===== src/rtl/uart_pkg.sv =====
// Shared UART definitions: default data width, tx feeder FSM states, FIFO depth helper.
// Used by uart_tx_fifo_ctrl (optional feature macro: UART_TX_FIFO_OVF_EN).
package uart_pkg;

    localparam int unsigned DBIT_DEFAULT = 8;

    typedef enum logic [1:0] {
        ST_IDLE  = 2'd0,
        ST_START = 2'd1,
        ST_WAIT  = 2'd2
    } state_t;

    function automatic int unsigned fifo_depth(input int unsigned addr_w);
        return 32'd1 << addr_w;
    endfunction

endpackage


===== src/rtl/uart_tx_fifo_ctrl_if.sv =====
// Host-write / uart_tx handshake bundle for uart_tx_fifo_ctrl.
// The overflow flag exists only when UART_TX_FIFO_OVF_EN is defined.
interface uart_tx_fifo_ctrl_if
    import uart_pkg::*;
#(
    parameter int unsigned DBIT = DBIT_DEFAULT
);

    logic            wr_en;
    logic [DBIT-1:0] wr_data;
    logic            full;
    logic            empty;
    logic            busy;
    logic            tx_start;
    logic [DBIT-1:0] din;
    logic            tx_done_tick;
`ifdef UART_TX_FIFO_OVF_EN
    logic            overflow;

    modport master (
        output wr_en, wr_data, tx_done_tick,
        input  full, empty, busy, tx_start, din, overflow
    );
    modport slave (
        input  wr_en, wr_data, tx_done_tick,
        output full, empty, busy, tx_start, din, overflow
    );
`else
    modport master (
        output wr_en, wr_data, tx_done_tick,
        input  full, empty, busy, tx_start, din
    );
    modport slave (
        input  wr_en, wr_data, tx_done_tick,
        output full, empty, busy, tx_start, din
    );
`endif

endinterface


===== src/rtl/uart_tx_fifo_ctrl_fifo.sv =====
// uart_fifo: synchronous register-array FIFO; full/empty are registered from the next count.
// Writes while full and reads while empty are ignored.
module uart_fifo
    import uart_pkg::*;
#(
    parameter int unsigned DBIT   = DBIT_DEFAULT,
    parameter int unsigned ADDR_W = 4
) (
    input  logic            clk,
    input  logic            reset,
    input  logic            wr,
    input  logic [DBIT-1:0] wr_data,
    input  logic            rd,
    output logic [DBIT-1:0] rd_data,
    output logic            full,
    output logic            empty,
    output logic [ADDR_W:0] count
);

    localparam int unsigned    DEPTH    = fifo_depth(ADDR_W);
    localparam logic [ADDR_W:0] FULL_CNT = {1'b1, {ADDR_W{1'b0}}};

    logic [DBIT-1:0]   mem [DEPTH];
    logic [ADDR_W-1:0] wr_ptr;
    logic [ADDR_W-1:0] rd_ptr;
    logic [ADDR_W:0]   count_q;
    logic [ADDR_W:0]   count_next;
    logic              full_q;
    logic              empty_q;
    logic              do_wr;
    logic              do_rd;

    assign do_wr = wr && !full_q;
    assign do_rd = rd && !empty_q;

    always_comb begin
        count_next = count_q;
        case ({do_wr, do_rd})
            2'b10:   count_next = count_q + (ADDR_W+1)'(1);
            2'b01:   count_next = count_q - (ADDR_W+1)'(1);
            default: count_next = count_q;
        endcase
    end

    always_ff @(posedge clk) begin
        if (reset) begin
            wr_ptr  <= '0;
            rd_ptr  <= '0;
            count_q <= '0;
            full_q  <= 1'b0;
            empty_q <= 1'b1;
        end else begin
            if (do_wr) wr_ptr <= wr_ptr + ADDR_W'(1);
            if (do_rd) rd_ptr <= rd_ptr + ADDR_W'(1);
            count_q <= count_next;
            full_q  <= (count_next == FULL_CNT);
            empty_q <= (count_next == '0);
        end
    end

    // Storage needs no reset: stale entries are unreachable once pointers clear.
    always_ff @(posedge clk) begin
        if (do_wr) mem[wr_ptr] <= wr_data;
    end

    assign rd_data = mem[rd_ptr];
    assign full    = full_q;
    assign empty   = empty_q;
    assign count   = count_q;

endmodule


===== src/rtl/uart_tx_fifo_ctrl.sv =====
// Feeds uart_tx from a host-written FIFO: pop, pulse tx_start, wait for tx_done_tick.
// Define UART_TX_FIFO_OVF_EN to add a sticky overflow flag for writes dropped while full.
module uart_tx_fifo_ctrl
    import uart_pkg::*;
#(
    parameter int unsigned DBIT   = DBIT_DEFAULT,
    parameter int unsigned ADDR_W = 4
) (
    input logic               clk,
    input logic               reset,
    uart_tx_fifo_ctrl_if.slave bus
);

    logic [DBIT-1:0] rd_data;
    logic            fifo_full;
    logic            fifo_empty;
    logic [ADDR_W:0] fifo_count;
    logic            pop;
    logic [DBIT-1:0] din_q;
    state_t          state;
    state_t          state_next;

    // count and the registered empty flag always agree; count is used for the pop decision
    assign pop = (state == ST_IDLE) && (fifo_count != '0);

    uart_fifo #(
        .DBIT   (DBIT),
        .ADDR_W (ADDR_W)
    ) u_fifo (
        .clk     (clk),
        .reset   (reset),
        .wr      (bus.wr_en),
        .wr_data (bus.wr_data),
        .rd      (pop),
        .rd_data (rd_data),
        .full    (fifo_full),
        .empty   (fifo_empty),
        .count   (fifo_count)
    );

    always_ff @(posedge clk) begin
        if (reset) state <= ST_IDLE;
        else       state <= state_next;
    end

    always_comb begin
        state_next = state;
        case (state)
            ST_IDLE:  if (pop) state_next = ST_START;
            ST_START: state_next = ST_WAIT;
            ST_WAIT:  if (bus.tx_done_tick) state_next = ST_IDLE;
            default:  state_next = ST_IDLE;
        endcase
    end

    always_ff @(posedge clk) begin
        if (reset)    din_q <= '0;
        else if (pop) din_q <= rd_data;
    end

`ifdef UART_TX_FIFO_OVF_EN
    logic overflow_q;

    always_ff @(posedge clk) begin
        if (reset)                        overflow_q <= 1'b0;
        else if (bus.wr_en && fifo_full)  overflow_q <= 1'b1;
    end

    assign bus.overflow = overflow_q;
`endif

    assign bus.full     = fifo_full;
    assign bus.empty    = fifo_empty;
    assign bus.busy     = (state != ST_IDLE);
    assign bus.tx_start = (state == ST_START);
    assign bus.din      = din_q;

endmodule

===== src/flat_wrapper.sv =====
// flat-port wrapper written by rule: the top's interface ports become plain ports
module uart_tx_fifo_ctrl_flat import uart_pkg::*;
#(
    parameter int unsigned DBIT   = DBIT_DEFAULT,
    parameter int unsigned ADDR_W = 4
)
  (clk, reset, bus_wr_en, bus_wr_data, bus_tx_done_tick, bus_full, bus_empty, bus_busy, bus_tx_start, bus_din);
  uart_tx_fifo_ctrl_if #(.DBIT(DBIT)) bus_i ();
  input logic clk;
  input logic reset;
  input wire logic [$bits(bus_i.wr_en)-1:0] bus_wr_en;
  input wire logic [$bits(bus_i.wr_data)-1:0] bus_wr_data;
  input wire logic [$bits(bus_i.tx_done_tick)-1:0] bus_tx_done_tick;
  output wire logic [$bits(bus_i.full)-1:0] bus_full;
  output wire logic [$bits(bus_i.empty)-1:0] bus_empty;
  output wire logic [$bits(bus_i.busy)-1:0] bus_busy;
  output wire logic [$bits(bus_i.tx_start)-1:0] bus_tx_start;
  output wire logic [$bits(bus_i.din)-1:0] bus_din;
  assign bus_i.wr_en = bus_wr_en;
  assign bus_i.wr_data = bus_wr_data;
  assign bus_i.tx_done_tick = bus_tx_done_tick;
  assign bus_full = bus_i.full;
  assign bus_empty = bus_i.empty;
  assign bus_busy = bus_i.busy;
  assign bus_tx_start = bus_i.tx_start;
  assign bus_din = bus_i.din;
  uart_tx_fifo_ctrl #(.DBIT(DBIT), .ADDR_W(ADDR_W)) u_core (.clk(clk), .reset(reset), .bus(bus_i));
endmodule

===== config.mk =====
export PLATFORM = sky130hd
export DESIGN_NAME = uart_tx_fifo_ctrl_flat
export DESIGN_NICKNAME = d
export VERILOG_FILES = /design/src/rtl/uart_pkg.sv /design/src/rtl/uart_tx_fifo_ctrl_if.sv /design/src/rtl/uart_tx_fifo_ctrl_fifo.sv /design/src/rtl/uart_tx_fifo_ctrl.sv /design/src/flat_wrapper.sv
export SDC_FILE = /design/constraint.sdc
export NUM_CORES = 1
export LEC_CHECK = 0
export ABC_AREA = 0
export CORE_UTILIZATION = 50
export CTS_CLUSTER_SIZE = 16
export DETAILED_ROUTE_END_ITERATION = 6
export HOLD_SLACK_MARGIN = 0.03
export PLACE_DENSITY = 0.66
export SYNTH_ARGS = -nofsm -noshare
export SYNTH_HDL_FRONTEND = slang
export SYNTH_SLANG_ARGS = --single-unit

===== constraint.sdc =====
create_clock -name clk -period 3.5 [get_ports clk]
set_clock_uncertainty 0.15 [all_clocks]
set_input_delay 0.7 -clock clk [delete_from_list [all_inputs] [get_ports clk]]
set_output_delay 0.7 -clock clk [all_outputs]
set_load 0.02 [all_outputs]

Word-level counts from Yosys, hierarchy flattened
Memories as Yosys holds them, arrays and structs flattened. A register that Yosys moved wholly into a read port is not among the register bits.
Index checks and enable logic that the tools add are counted.

word-level totals
  bits of input ports = 12
  memory bits (writable) = 128
  logic and storage cells = 34
  register bits after elaboration = 17
  memories = 1
  output and inout port bits = 12

cells by class
  mux-type cells = 6
  $add $sub $neg = 4
  eq/ne operators = 7
  reduce and logical (&&, ||, !) cells = 10

memory list
  name               depth  width  rd ports  clocked after Yosys merged registers in  wr ports  RTL line                      source
  u_core.u_fifo.mem  16     8      1         1                                        1         uart_tx_fifo_ctrl_fifo.sv:23  logic [DBIT-1:0] mem [DEPTH];

operator list
  kind                                                 number
  case mux 5 bit (2 select lines)                      1
  adder 4 x 1 -> 4 bit, second input constant          2
  case mux 2 bit (3 select lines)                      1
  adder 5 x 1 -> 5 bit, second input constant          1
  equality test 5 bit, second input constant           1
  logical NOT 5 bit                                    1
  nonzero test 5 bit                                   1
  subtractor 5 x 1 -> 5 bit, second input constant     1
  equality test 2 x 1 -> 1 bit, second input constant  2
  equality test 2 bit, second input constant           2
  2-to-1 mux 2 bit                                     2
  inequality test 2 bit, second input constant         2
  logical AND 1 bit                                    3
  logical NOT 1 bit                                    2
  logical NOT 2 bit                                    1
  2-to-1 mux 1 bit                                     2
  AND reduction 2 bit                                  1
  nonzero test 2 bit                                   1

Longest topological paths before layout
Gate-level depths: netlist of the first run.

  depth in word-level cells = 6
  gate-level depth with buffers = 9

By module
From an unflattened synthesis of the first run, not the netlist that was laid out.

second synthesis, totals
  cells, all modules = 363
  area total of the unflattened synthesis = 6429.9 µm²

modules (own cells, without submodules)
  module             cells an instance  area each (µm²)  instances
  uart_fifo          303                5845.6           1
  uart_tx_fifo_ctrl  60                 584.3            1

Worst setup path before layout of the first run
Ideal clock, no wire load.

  path type = in2reg
  start point = input bus_wr_en
  end point = register u_core.u_fifo.empty_q (netlist: u_core.u_fifo.empty)
  cell stages on the path = 9
  arrival time = 2.548 ns
  setup slack = 0.686 ns
  required time = 3.234 ns
  library setup time = 0.116 ns
  path through = nor2b_1 > clkbuf_1 > inv_1 > ha_1 > ha_1 > a21oi_1 > a211o_1 > a21o_1 > a41o_1

on the way
  word-level cells in the longest chain between the ends = 4
  elaborated cells between the ends (all ways) = 5
  those cells by class = eq/ne: 2; mux: 1; reduce/logical: 2

ends and longest elaborated chain
  item                                                                        RTL line                      source
  from (decl)                                                                 flat_wrapper.sv:11            input wire logic [$bits(bus_i.wr_en)-1:0] bus_wr_en;
  logical AND 1 bit *                                                         uart_tx_fifo_ctrl_fifo.sv:33  assign do_wr = wr && !full_q;
  equality test 2 x 1 -> 1 bit / equality test 2 bit (equally long branches)  uart_tx_fifo_ctrl_fifo.sv:38  case ({do_wr, do_rd})
  case mux 5 bit (2 select lines) *                                           uart_tx_fifo_ctrl_fifo.sv:38
  logical NOT 5 bit *                                                         uart_tx_fifo_ctrl_fifo.sv:57  empty_q <= (count_next == '0);
  to (signal assigned)                                                        uart_tx_fifo_ctrl_fifo.sv:57
  to (decl)                                                                   uart_tx_fifo_ctrl_fifo.sv:29  logic empty_q;

Mark *: on every way between the ends. The rest lies on a longest branch, timed or not.
A chain may end at the register's enable or synchronous reset.

Worst setup path in the final report of the first run
  start point = register u_core.u_fifo.count_q[0] (netlist: u_core.u_fifo.count[0])
  end point = register u_core.u_fifo.full_q (netlist: u_core.u_fifo.full)

on the way
  word-level cells in the longest chain between the ends = 6
  elaborated cells between the ends (all ways) = 9
  those cells by class = add/sub: 2; eq/ne: 3; mux: 1; reduce/logical: 3

ends and longest elaborated chain
  item                                                                        RTL line                      source
  from (decl)                                                                 uart_tx_fifo_ctrl_fifo.sv:26  logic [ADDR_W:0] count_q;
  from (signal assigned)                                                      uart_tx_fifo_ctrl_fifo.sv:55  count_q <= count_next;
  nonzero test 5 bit *                                                        uart_tx_fifo_ctrl.sv:24       assign pop = (state == ST_IDLE) && (fifo_count != '0);
  logical AND 1 bit *                                                         uart_tx_fifo_ctrl.sv:24
  logical AND 1 bit *                                                         uart_tx_fifo_ctrl_fifo.sv:34  assign do_rd = rd && !empty_q;
  net u_core.u_fifo.do_rd                                                     uart_tx_fifo_ctrl_fifo.sv:31  logic do_rd;
  equality test 2 x 1 -> 1 bit / equality test 2 bit (equally long branches)  uart_tx_fifo_ctrl_fifo.sv:38
  case mux 5 bit (2 select lines) *                                           uart_tx_fifo_ctrl_fifo.sv:38
  equality test 5 bit *                                                       uart_tx_fifo_ctrl_fifo.sv:56  full_q <= (count_next == FULL_CNT);
  to (signal assigned)                                                        uart_tx_fifo_ctrl_fifo.sv:56
  to (decl)                                                                   uart_tx_fifo_ctrl_fifo.sv:28  logic full_q;

Mark *: on every way through the listed nets, which the timed path passes. The rest lies on a longest branch.

==> flow_summary_export.csv, run 1 <==
group,metric,value,unit
logic_synthesis,async_reset_ff_share,0,%
drt,firstDrtPassIters,4,
placement,dpl_cell_area,6560,um^2
setup_path,cp.required,3.68,ns
die,core_area,12000,um^2
cells_and_area,n_antenna_cell,0,
logic_synthesis,netlist-cell-type-count,43,
drt,drc,0,
logic_synthesis,syn_nets,406,
logic_synthesis,synth_flop_cell,"edfxtp_1",
clock_tree,insertion_delay,0.42,ns
setup_path,path_delay_family,"adder cells",
clock_tree,cts_sinks,153,
logic_synthesis,avgSynthCellArea,15.9,um^2
logic_synthesis,syn-instance-count,384,
clock_tree,clkTransAtPathRegs,0.06,ns
clock_tree,ctsHtreeMaxLevel,4,
logic_synthesis,synth-seq-cells,153,
clock_tree,cts_hold_buf,0,
setup_path,cp_cell_sequence,"nor3_1 > buf_4 > a211oi_2 > ha_1 > fa_1 > nor3b_1 > a22o_1 > nand3_1 > a211oi_1",
setup_path,cp.buffers_inverters,1,
placement,dp_cells,549,
setup_path,cpPeakStageDelay,0.46,ns
sta,timing_hold_violations_final,0,
outcome,status,"finished, final reports clean",
clock_tree,cts_resized,0,
placement,hpwl,7710,um
die,initial_core_util,51.2,%
sta,fmax,339,MHz
setup_path,path_max_fanout,6,
grt,grt_antenna_before_repair,0,
sta,fin_setup_tns,0,ns
cells_and_area,drive_above_1_share,11.8,%
sta,setup_ws,0.548,ns
pwr,vdd_drop_max,0.449,mV
die,dieArea,12700,um^2
grt,grtUsageTotal,20.6,%
hold_path,hp-class,"reg -> reg",
setup_path,worstSetupPathType,"reg -> reg",
clock_tree,post_cts.repair.setup_buffers,0,
placement,globalplace.congestion,0.805,
setup_path,cp.arrival,3.13,ns
logic_synthesis,synth-edff-count,128,
sta,slew_headroom,34.4,%
cells_and_area,design_area,7070,um^2
sta,worstMarginPinSlew,0.983,ns
pwr,p_sw_share,26.1,%
die,rows,40,
setup_path,critPathLaunchType,"flip-flop",
pwr,p_seq_share,47.2,%
die,die_w,113,um
drt,wl_per_cell,20.5,um
pwr,net-switching-power,1.21,mW
drt,vias,3348,
placement,io_buffers,23,
logic_synthesis,synth_warnings,0,
sta,rsz0062_at_grt,"no",
drt,avgViaCountPerCell,5.78,
grt,overflow,0,
logic_synthesis,synth-seq-area-share,71.0,%
setup_path,cp_slowest_cell,"a211oi_2",
sta,setup_viol,0,
clock_tree,cts_tree,"done",
clock_tree,cts_root_buffer,"clkbuf_16",
pwr,internal_power,3.41,mW
die,pin_count,24,
grt,grt_pass1_wl,18500,um
sta,drv_slew,0,
pwr,clkPwrFrac,34.4,%
die,fp.dieH,113,um
drt,ant_nets,0,
clock_tree,numCtsBuffers,17,
clock_tree,cts_buffer_depth,2,
pwr,leakage,2.24,nW
drt,wl,11900,um
sta,period_share,84.3,%
logic_synthesis,syn-cell-area,6120,um^2
grt,grt_start_max_net_pins,31,
cells_and_area,nets,443,
placement,post-place-ws,0.351,ns
grt,grt_pass1_vias,3313,
sta,period_needed,2.95,ns
cells_and_area,fin_cells,579,
drt,drtIter0Drc,214,
pwr,power_frac_comb,18.4,%
run,max_cap_violations,0,
cells_and_area,area_growth,15.4,%
setup_path,cp-end-kind,"flip-flop",
pwr,power_density,654,nW/um^2
## synth_stat cells, types with 2 or more instances
cell type	instances	area (um^2)
a2111oi_0	4	35.0
a2111oi_1	4	40.0
a211oi_1	2	15.0
a21oi_1	16	80.1
and2_1	3	18.8
buf_1	4	15.0
buf_2	4	20.0
buf_4	2	15.0
buf_6	3	33.8
clkbuf_1	9	33.8
dfxtp_1	25	500
edfxtp_1	128	3840
ha_1	9	113
inv_1	4	15.0
mux2i_1	51	510
mux4_2	8	180
nand2_1	5	18.8
nand2b_1	2	12.5
nand3_1	4	20.0
nand3b_1	3	22.5
nor2_1	28	105
nor2b_1	2	12.5
nor3_1	5	25.0
nor3b_1	4	30.0
o21ai_0	8	40.0
o22ai_1	24	150
or3b_1	2	17.5
xnor2_1	4	35.0
xor2_1	3	26.3
## power groups by stage
stage | Clock (mW) | Combinational (mW) | Sequential (mW)
global route | 1.69 | 0.944 | 2.19
CTS | 1.62 | 0.852 | 2.18
detailed placement | 0 | 0.848 | 2.21
global placement | 0 | 0.823 | 2.21
finish | 1.59 | 0.849 | 2.18
floorplan | 0 | 0.495 | 2.26
## per-layer routing
| layer | part of all wire (%) | GRT usage [%] | routed length, um | vias up |
|---|---|---|---|---|
| met1 | 45 | 27.2 | 5290 | 1657 |
| met5 | 0 | 0 | 0 | - |
| li1 | - | - | - | 1576 |
| met4 | 1.2 | 8.27 | 143 | 0 |
| met2 | 47 | 31.9 | 5610 | 100 |
| met3 | 6.9 | 6.53 | 822 | 15 |
## kinds of logic after synthesis
family	count (synthesis)	share of synthesized area (%)
AND/OR/NAND/NOR	64	5.35
flip-flops	153	71.0
XOR/XNOR	7	1.00
AO/OA/AOI/OAI	65	7.07
buffers and inverters	26	2.17
multiplexers	59	11.3
adder cells (fa/ha/maj)	10	2.17
## worst reg2reg max path, delay by kind of cell, from the launching register on
kind | cells | cell delay (ns)
buffers and inverters | 1 | 0.16
adder cells (fa/ha/maj) | 2 | 0.87
AND/OR/NAND/NOR | 3 | 0.39
flip-flops | 1 | 0.43
AO/OA/AOI/OAI | 3 | 0.86
## stage by stage
step / power, mW / hold slack, ns / utilization [%]
final: 4.62 / 0.370 / 59.1
after global routing: 4.82 / 0.421 / 59.1
after CTS: 4.65 / 0.376 / 59.1
after detailed placement: 3.06 / 0.363 / 54.9
after global placement: 3.03 / 0.338 / 54.9
after floorplan: 2.75 / 0.322 / -
## worst paths after layout
| kind | cells past startpoint | startpoint | slack [ns] | endpoint |
|---|---|---|---|---|
| worst max-delay path | 9 | u_core.u_fifo.count[0] | 0.55 | u_core.u_fifo.full |
| worst min-delay path | 2 | u_core.state[1] | 0.37 | u_core.state[1] |
| worst max register to register | 9 | u_core.u_fifo.count[0] | 0.55 | u_core.u_fifo.full |
| worst min register to register | 2 | u_core.state[1] | 0.37 | u_core.state[1] |
## registers in the layout, summed over array words and instances, names as in the netlist
register	flops
u_core.bus.din	8
u_core.state	2
u_core.u_fifo.count	5
u_core.u_fifo.empty	1
u_core.u_fifo.full	1
u_core.u_fifo.mem	128
u_core.u_fifo.rd_ptr	4
u_core.u_fifo.wr_ptr	4
## placed cells by master, fill, tap and decap left out, types with 3 or more instances in the layout
cell type,count
inv_1,4
a2111oi_1,4
buf_4,16
a21oi_1,16
clkbuf_1,7
a2111oi_0,4
o22ai_1,24
and2_1,3
nand2_1,5
mux4_2,8
nor3b_1,4
clkdlybuf4s50_1,23
nand3_1,4
xor2_1,3
ha_1,9
dfxtp_1,24
nand3b_1,3
nor2_1,28
xnor2_1,4
edfxtp_1,128
clkbuf_16,17
nor3_1,5
clkinv_1,3
o21ai_0,8
mux2i_1,51
## layout make-up
cell class,count,area [um^2]
sequential,153,4350
tap,147,184
inverter,4,15.0
clock buffer,24,452
multi-input combinational,205,1650
clock inverter,6,51.3
timing repair buffer,40,370
fill,923,4900
No activity file was read; power rests on OpenSTA's default activity.
==> run 2: changes to the inputs <==
==> constraint.sdc (replaced) <==
create_clock -name clk -period 2.8 [get_ports clk]
set_clock_uncertainty 0.15 [all_clocks]
set_input_delay 0.56 -clock clk [delete_from_list [all_inputs] [get_ports clk]]
set_output_delay 0.56 -clock clk [all_outputs]
set_load 0.02 [all_outputs]
==> flow_summary_export.csv, run 2 (synthesis gave the netlist of run 1 again) <==
group,metric,value,unit
die,fp.dieH,113,um
grt,grt_antenna_before_repair,0,
clock_tree,insertion_delay,0.42,ns
die,pin_count,24,
sta,timing_hold_violations_final,0,
sta,worstMarginPinSlew,0.983,ns
die,die_w,113,um
cells_and_area,post-route-util,61.0,%
clock_tree,cts_buffer_depth,2,
cells_and_area,n_antenna_cell,0,
pwr,power_density,851,nW/um^2
grt,grt_pass1_vias,3350,
drt,drc,0,
clock_tree,clkTransAtPathRegs,0.06,ns
cells_and_area,largest_register_ff_count,128,
pwr,p_sw_share,25.3,%
die,dieArea,12700,um^2
drt,ant_nets,0,
grt,overflow,0,
grt,grtUsageTotal,20.5,%
sta,rsz0062_at_grt,"no",
sta,fin_hold_ws,0.362,ns
cells_and_area,final_cell_mix,"128 x edfxtp_1, 51 x mux2i_1, 35 x buf_4",
cells_and_area,design_area,7300,um^2
drt,wl,11900,um
sta,period_needed,2.64,ns
placement,dpl_cell_area,6690,um^2
sta,setup_ws,0.158,ns
setup_path,cp.buffers_inverters,0,
drt,vias,3416,
run,max_cap_violations,0,
pwr,clkPwrFrac,37.4,%
clock_tree,cts_root_buffer,"clkbuf_16",
setup_path,cp_slowest_cell,"fa_1",
cells_and_area,area_growth,19.2,%
setup_path,worstSetupPathType,"reg -> reg",
placement,dp_cells,567,
grt,met3_usage,5.94,%
drt,wl_per_cell,19.9,um
pwr,leakage,2.37,nW
setup_path,cpPeakStageDelay,0.43,ns
grt,use_met1,27.2,%
die,initial_core_util,51.2,%
setup_path,path_delay_family,"adder cells",
pwr,p_seq_share,43.9,%
pwr,power_frac_comb,18.7,%
setup_path,critPathLaunchType,"flip-flop",
clock_tree,cts_tree,"done",
pwr,power,6.21,mW
pwr,net-switching-power,1.57,mW
setup_path,cp-end-kind,"flip-flop",
placement,post-place-ws,-0.262,ns
die,core_area,12000,um^2
pwr,internal_power,4.64,mW
drt,firstDrtPassIters,4,
hold_path,hp-class,"reg -> reg",
cells_and_area,fin_cells,599,
setup_path,cp.required,2.97,ns
die,rows,40,
clock_tree,numCtsBuffers,17,
sta,fmax,379,MHz
grt,busiest_layer,"met2",
setup_path,cp_cell_sequence,"or2_2 > a211oi_2 > ha_2 > fa_1 > nor3b_1 > a22o_1 > nand3_1 > a211oi_1",
clock_tree,ctsHtreeMaxLevel,4,
pwr,vdd_drop_max,0.410,mV
sta,period_share,94.3,%
placement,hpwl,8060,um
placement,io_buffers,23,
sta,fin_setup_tns,0,ns
grt,use_met2,32.4,%
cells_and_area,nets,461,
clock_tree,cts_sinks,153,
clock_tree,post_cts.repair.setup_buffers,0,
drt,drtIter0Drc,259,
sta,slew_headroom,34.5,%
placement,globalplace.congestion,0.793,
setup_path,cp.arrival,2.81,ns
sta,setup_viol,0,
grt,grt_start_max_net_pins,24,
grt,grt_pass1_wl,18500,um
cells_and_area,drive_above_1_share,17.5,%
drt,avgViaCountPerCell,5.70,
setup_path,path_max_fanout,5,
cells_and_area,final_common_cell,"edfxtp_1",
sta,drv_slew,0,
cells_and_area,top_register,"u_core.u_fifo.mem",
outcome,status,"finished, final reports clean",
[run 2: cell types whose count changed in the layout (fill, tap and decap cells not counted), sizes merged]
| cell | before | now |
|---|---|---|
| inv | 4 | 5 |
| bufinv | 1 | 4 |
| buf | 17 | 35 |
| clkbuf | 24 | 19 |
| clkinv | 5 | 4 |
| clkinvlp | 0 | 4 |
[run 2: final timing paths]
check	from	endpoint	slack, ns	cells after the start
max	u_core.state[1]	u_core.u_fifo.full	0.16	8
min	u_core.state[1]	u_core.state[1]	0.36	2
max reg2reg	u_core.state[1]	u_core.u_fifo.full	0.16	8
min reg2reg	u_core.state[1]	u_core.state[1]	0.36	2
[run 2: routing by layer]
layer / wire length (um) / part of all wire (%)
met1: 5240 / 44
met2: 5810 / 49
met3: 752 / 6.3
met4: 91 / 0.77
met5: 0 / 0
[run 2: final cells by class]
type	count	area (um^2)
fill	886	4660
sequential	153	4350
multi-input combinational	205	1650
timing repair buffer	58	493
clock buffer	19	433
tap	147	184
clock inverter	13	176
inverter	4	15.0
[run 2: worst register-to-register path: cells and delay by family (launching register included)]
kind | cells | cell delay [ns]
AOI/OAI and AO/OA | 3 | 0.70
adders and majority gates | 2 | 0.74
DFF | 1 | 0.32
and+or+nand+nor | 3 | 0.64
[run 2: timing repair]
item | CTS | global route
resized for setup | 0 | 2
endpoints found under the setup margin | 0 | 1
hold buffers | 0 | 0
[run 2: power by group through the flow]
| stage | sequential [mW] | clock (mW) | combinational, mW |
|---|---|---|---|
| 6_report | 2.72 | 2.33 | 1.16 |
| 5_1_grt | 2.74 | 2.46 | 1.28 |
| 4_1_cts | 2.72 | 2.37 | 1.16 |
| 3_5_place_dp | 2.77 | 0 | 1.16 |
| 3_3_place_gp | 2.76 | 0 | 1.12 |
| 2_1_floorplan | 2.82 | 0 | 0.619 |
==> run 3: changes to the inputs <==
--- a/config.mk
+++ b/config.mk
@@ -6,11 +6,13 @@
 export NUM_CORES = 1
 export LEC_CHECK = 0
 export ABC_AREA = 0
-export CORE_UTILIZATION = 50
+export CELL_PAD_IN_SITES_DETAIL_PLACEMENT = 2
+export CELL_PAD_IN_SITES_GLOBAL_PLACEMENT = 2
+export CORE_UTILIZATION = 45
 export CTS_CLUSTER_SIZE = 16
 export DETAILED_ROUTE_END_ITERATION = 6
 export HOLD_SLACK_MARGIN = 0.03
-export PLACE_DENSITY = 0.66
+export PLACE_DENSITY = 0.77
 export SYNTH_ARGS = -nofsm -noshare
 export SYNTH_HDL_FRONTEND = slang
 export SYNTH_SLANG_ARGS = --single-unit
==> flow_summary_export.csv, run 3 (synthesis gave the netlist of run 1 again) <==
group,metric,value,unit
cells_and_area,largest_register_ff_count,128,
grt,overflow,0,
die,initial_core_util,46.2,%
drt,wl,17700,um
cells_and_area,fin_cells,627,
cells_and_area,nets,461,
clock_tree,cts_hold_buf,0,
pwr,p_sw_share,27.4,%
placement,hpwl,11100,um
cells_and_area,register_area,4350,um^2
setup_path,cp-end-kind,"flip-flop",
placement,dpl_cell_area,6710,um^2
drt,avgViaCountPerCell,5.79,
drt,wl_per_cell,28.2,um
grt,grt_pass1_wl,26500,um
outcome,status,"finished, final reports clean",
pwr,internal_power,4.86,mW
sta,fmax,373,MHz
die,core_area,13200,um^2
setup_path,critPathLaunchType,"flip-flop",
clock_tree,cts_tree,"done",
setup_path,timing.rr.start,"u_core.state[1]",
sta,timing_hold_violations_final,0,
die,rows,42,
sta,period_share,95.9,%
clock_tree,numCtsBuffers,17,
clock_tree,cts_root_buffer,"clkbuf_16",
clock_tree,insertion_delay,0.42,ns
clock_tree,cts_buffer_depth,2,
setup_path,cp.required,2.97,ns
drt,drtIter0Drc,301,
sta,setup_viol,0,
cells_and_area,final_common_cell,"edfxtp_1",
grt,grt_pass1_vias,4057,
drt,vias,3629,
cells_and_area,final_cell_mix,"128 x edfxtp_1, 51 x mux2i_1, 35 x buf_4",
cells_and_area,drive_above_1_share,18.4,%
pwr,vdd_drop_max,0.511,mV
run,max_cap_violations,0,
clock_tree,cts_sinks,153,
hold_path,hp-class,"reg -> reg",
sta,drv_slew,0,
sta,worstMarginPinSlew,1.24,ns
setup_path,path_max_fanout,6,
placement,globalplace.congestion,0.821,
grt,grt_antenna_before_repair,0,
pwr,leakage,2.41,nW
die,die_w,119,um
clock_tree,ctsHtreeMaxLevel,4,
cells_and_area,n_antenna_cell,0,
die,fp.dieH,119,um
cells_and_area,top_register,"u_core.u_fifo.mem",
grt,grtUsageTotal,26.8,%
hold_path,hp-start,"u_core.state[1]",
pwr,power,6.69,mW
sta,setup_ws,0.115,ns
pwr,power_density,901,nW/um^2
pwr,clkPwrFrac,38.6,%
drt,ant_nets,0,
setup_path,worstSetupPathType,"reg -> reg",
placement,dp_cells,595,
cells_and_area,multi_input_area,1690,um^2
pwr,p_seq_share,41.0,%
setup_path,cp.arrival,2.85,ns
cells_and_area,post-route-util,56.0,%
drt,firstDrtPassIters,4,
sta,slew_headroom,17.6,%
setup_path,cpPeakStageDelay,0.38,ns
placement,post-place-ws,-0.340,ns
setup_path,cp_cell_sequence,"or2_2 > a211oi_4 > ha_4 > ha_1 > nand3_1 > a211o_1 > a21o_1 > a41o_1",
cells_and_area,area_growth,21.2,%
clock_tree,clkTransAtPathRegs,0.07,ns
sta,period_needed,2.68,ns
die,dieArea,14100,um^2
cells_and_area,design_area,7420,um^2
setup_path,cp_slowest_cell,"or2_2",
pwr,net-switching-power,1.83,mW
grt,grt_start_max_net_pins,20,
pwr,power_frac_comb,20.3,%
cells_and_area,fillCellCount,1149,
setup_path,startpoint,"u_core.state[1]",
placement,io_buffers,23,
drt,drc,0,
die,pin_count,24,
run 3: critical path, delay by kind of cell, from the launching register on:
family | cells | cell delay (ns)
compound gates | 4 | 1.05
fa+ha+maj | 2 | 0.51
flops | 1 | 0.33
simple gates | 2 | 0.55
run 3: metal layers:
metal / vias up / share of wire (%) / track usage [%]
met1: 1920 / 41 / 32.8
met4: 0 / 2.3 / 8.54
met5: - / 0 / 0
li1: 1606 / - / -
met2: 77 / 53 / 46.3
met3: 26 / 3.4 / 6.76
run 3: per-stage QoR:
step | TNS (ns) | hold WS, ns
2_1_floorplan | 0 | 0.322
3_3_place_gp | -0.327 | 0.340
3_5_place_dp | -1.17 | 0.369
4_1_cts | 0 | 0.407
5_1_grt | -0.000308 | 0.439
6_report | 0 | 0.394
run 3: final timing paths:
kind,endpoint,slack (ns),cells after the start
max,u_core.u_fifo.empty,0.12,8
min,u_core.state[1],0.39,2
max reg2reg,u_core.u_fifo.empty,0.12,8
min reg2reg,u_core.state[1],0.39,2
run 3: power by group through the flow:
stage	logic, mW	clock network [mW]	registers (mW)
after floorplan	0.619	0	2.82
after global placement	1.14	0	2.76
after detailed placement	1.24	0	2.77
after CTS	1.28	2.61	2.74
after global routing	1.45	2.70	2.76
final	1.36	2.58	2.74
run 3: layout make-up:
type	count	area share, %
clock buffer	18	5.79
clock inverter	13	3.05
inverter	4	0.202
multi-input combinational	205	22.7
sequential	153	58.6
tap	176	2.97
timing repair buffer	58	6.65
run 3: what timing repair did:
| item | CTS | global route |
|---|---|---|
| setup buffers | 0 | 1 |
| endpoints found under the setup margin | 2 | 2 |
| pin swaps | 1 | 2 |
| resized for setup | 2 | 5 |
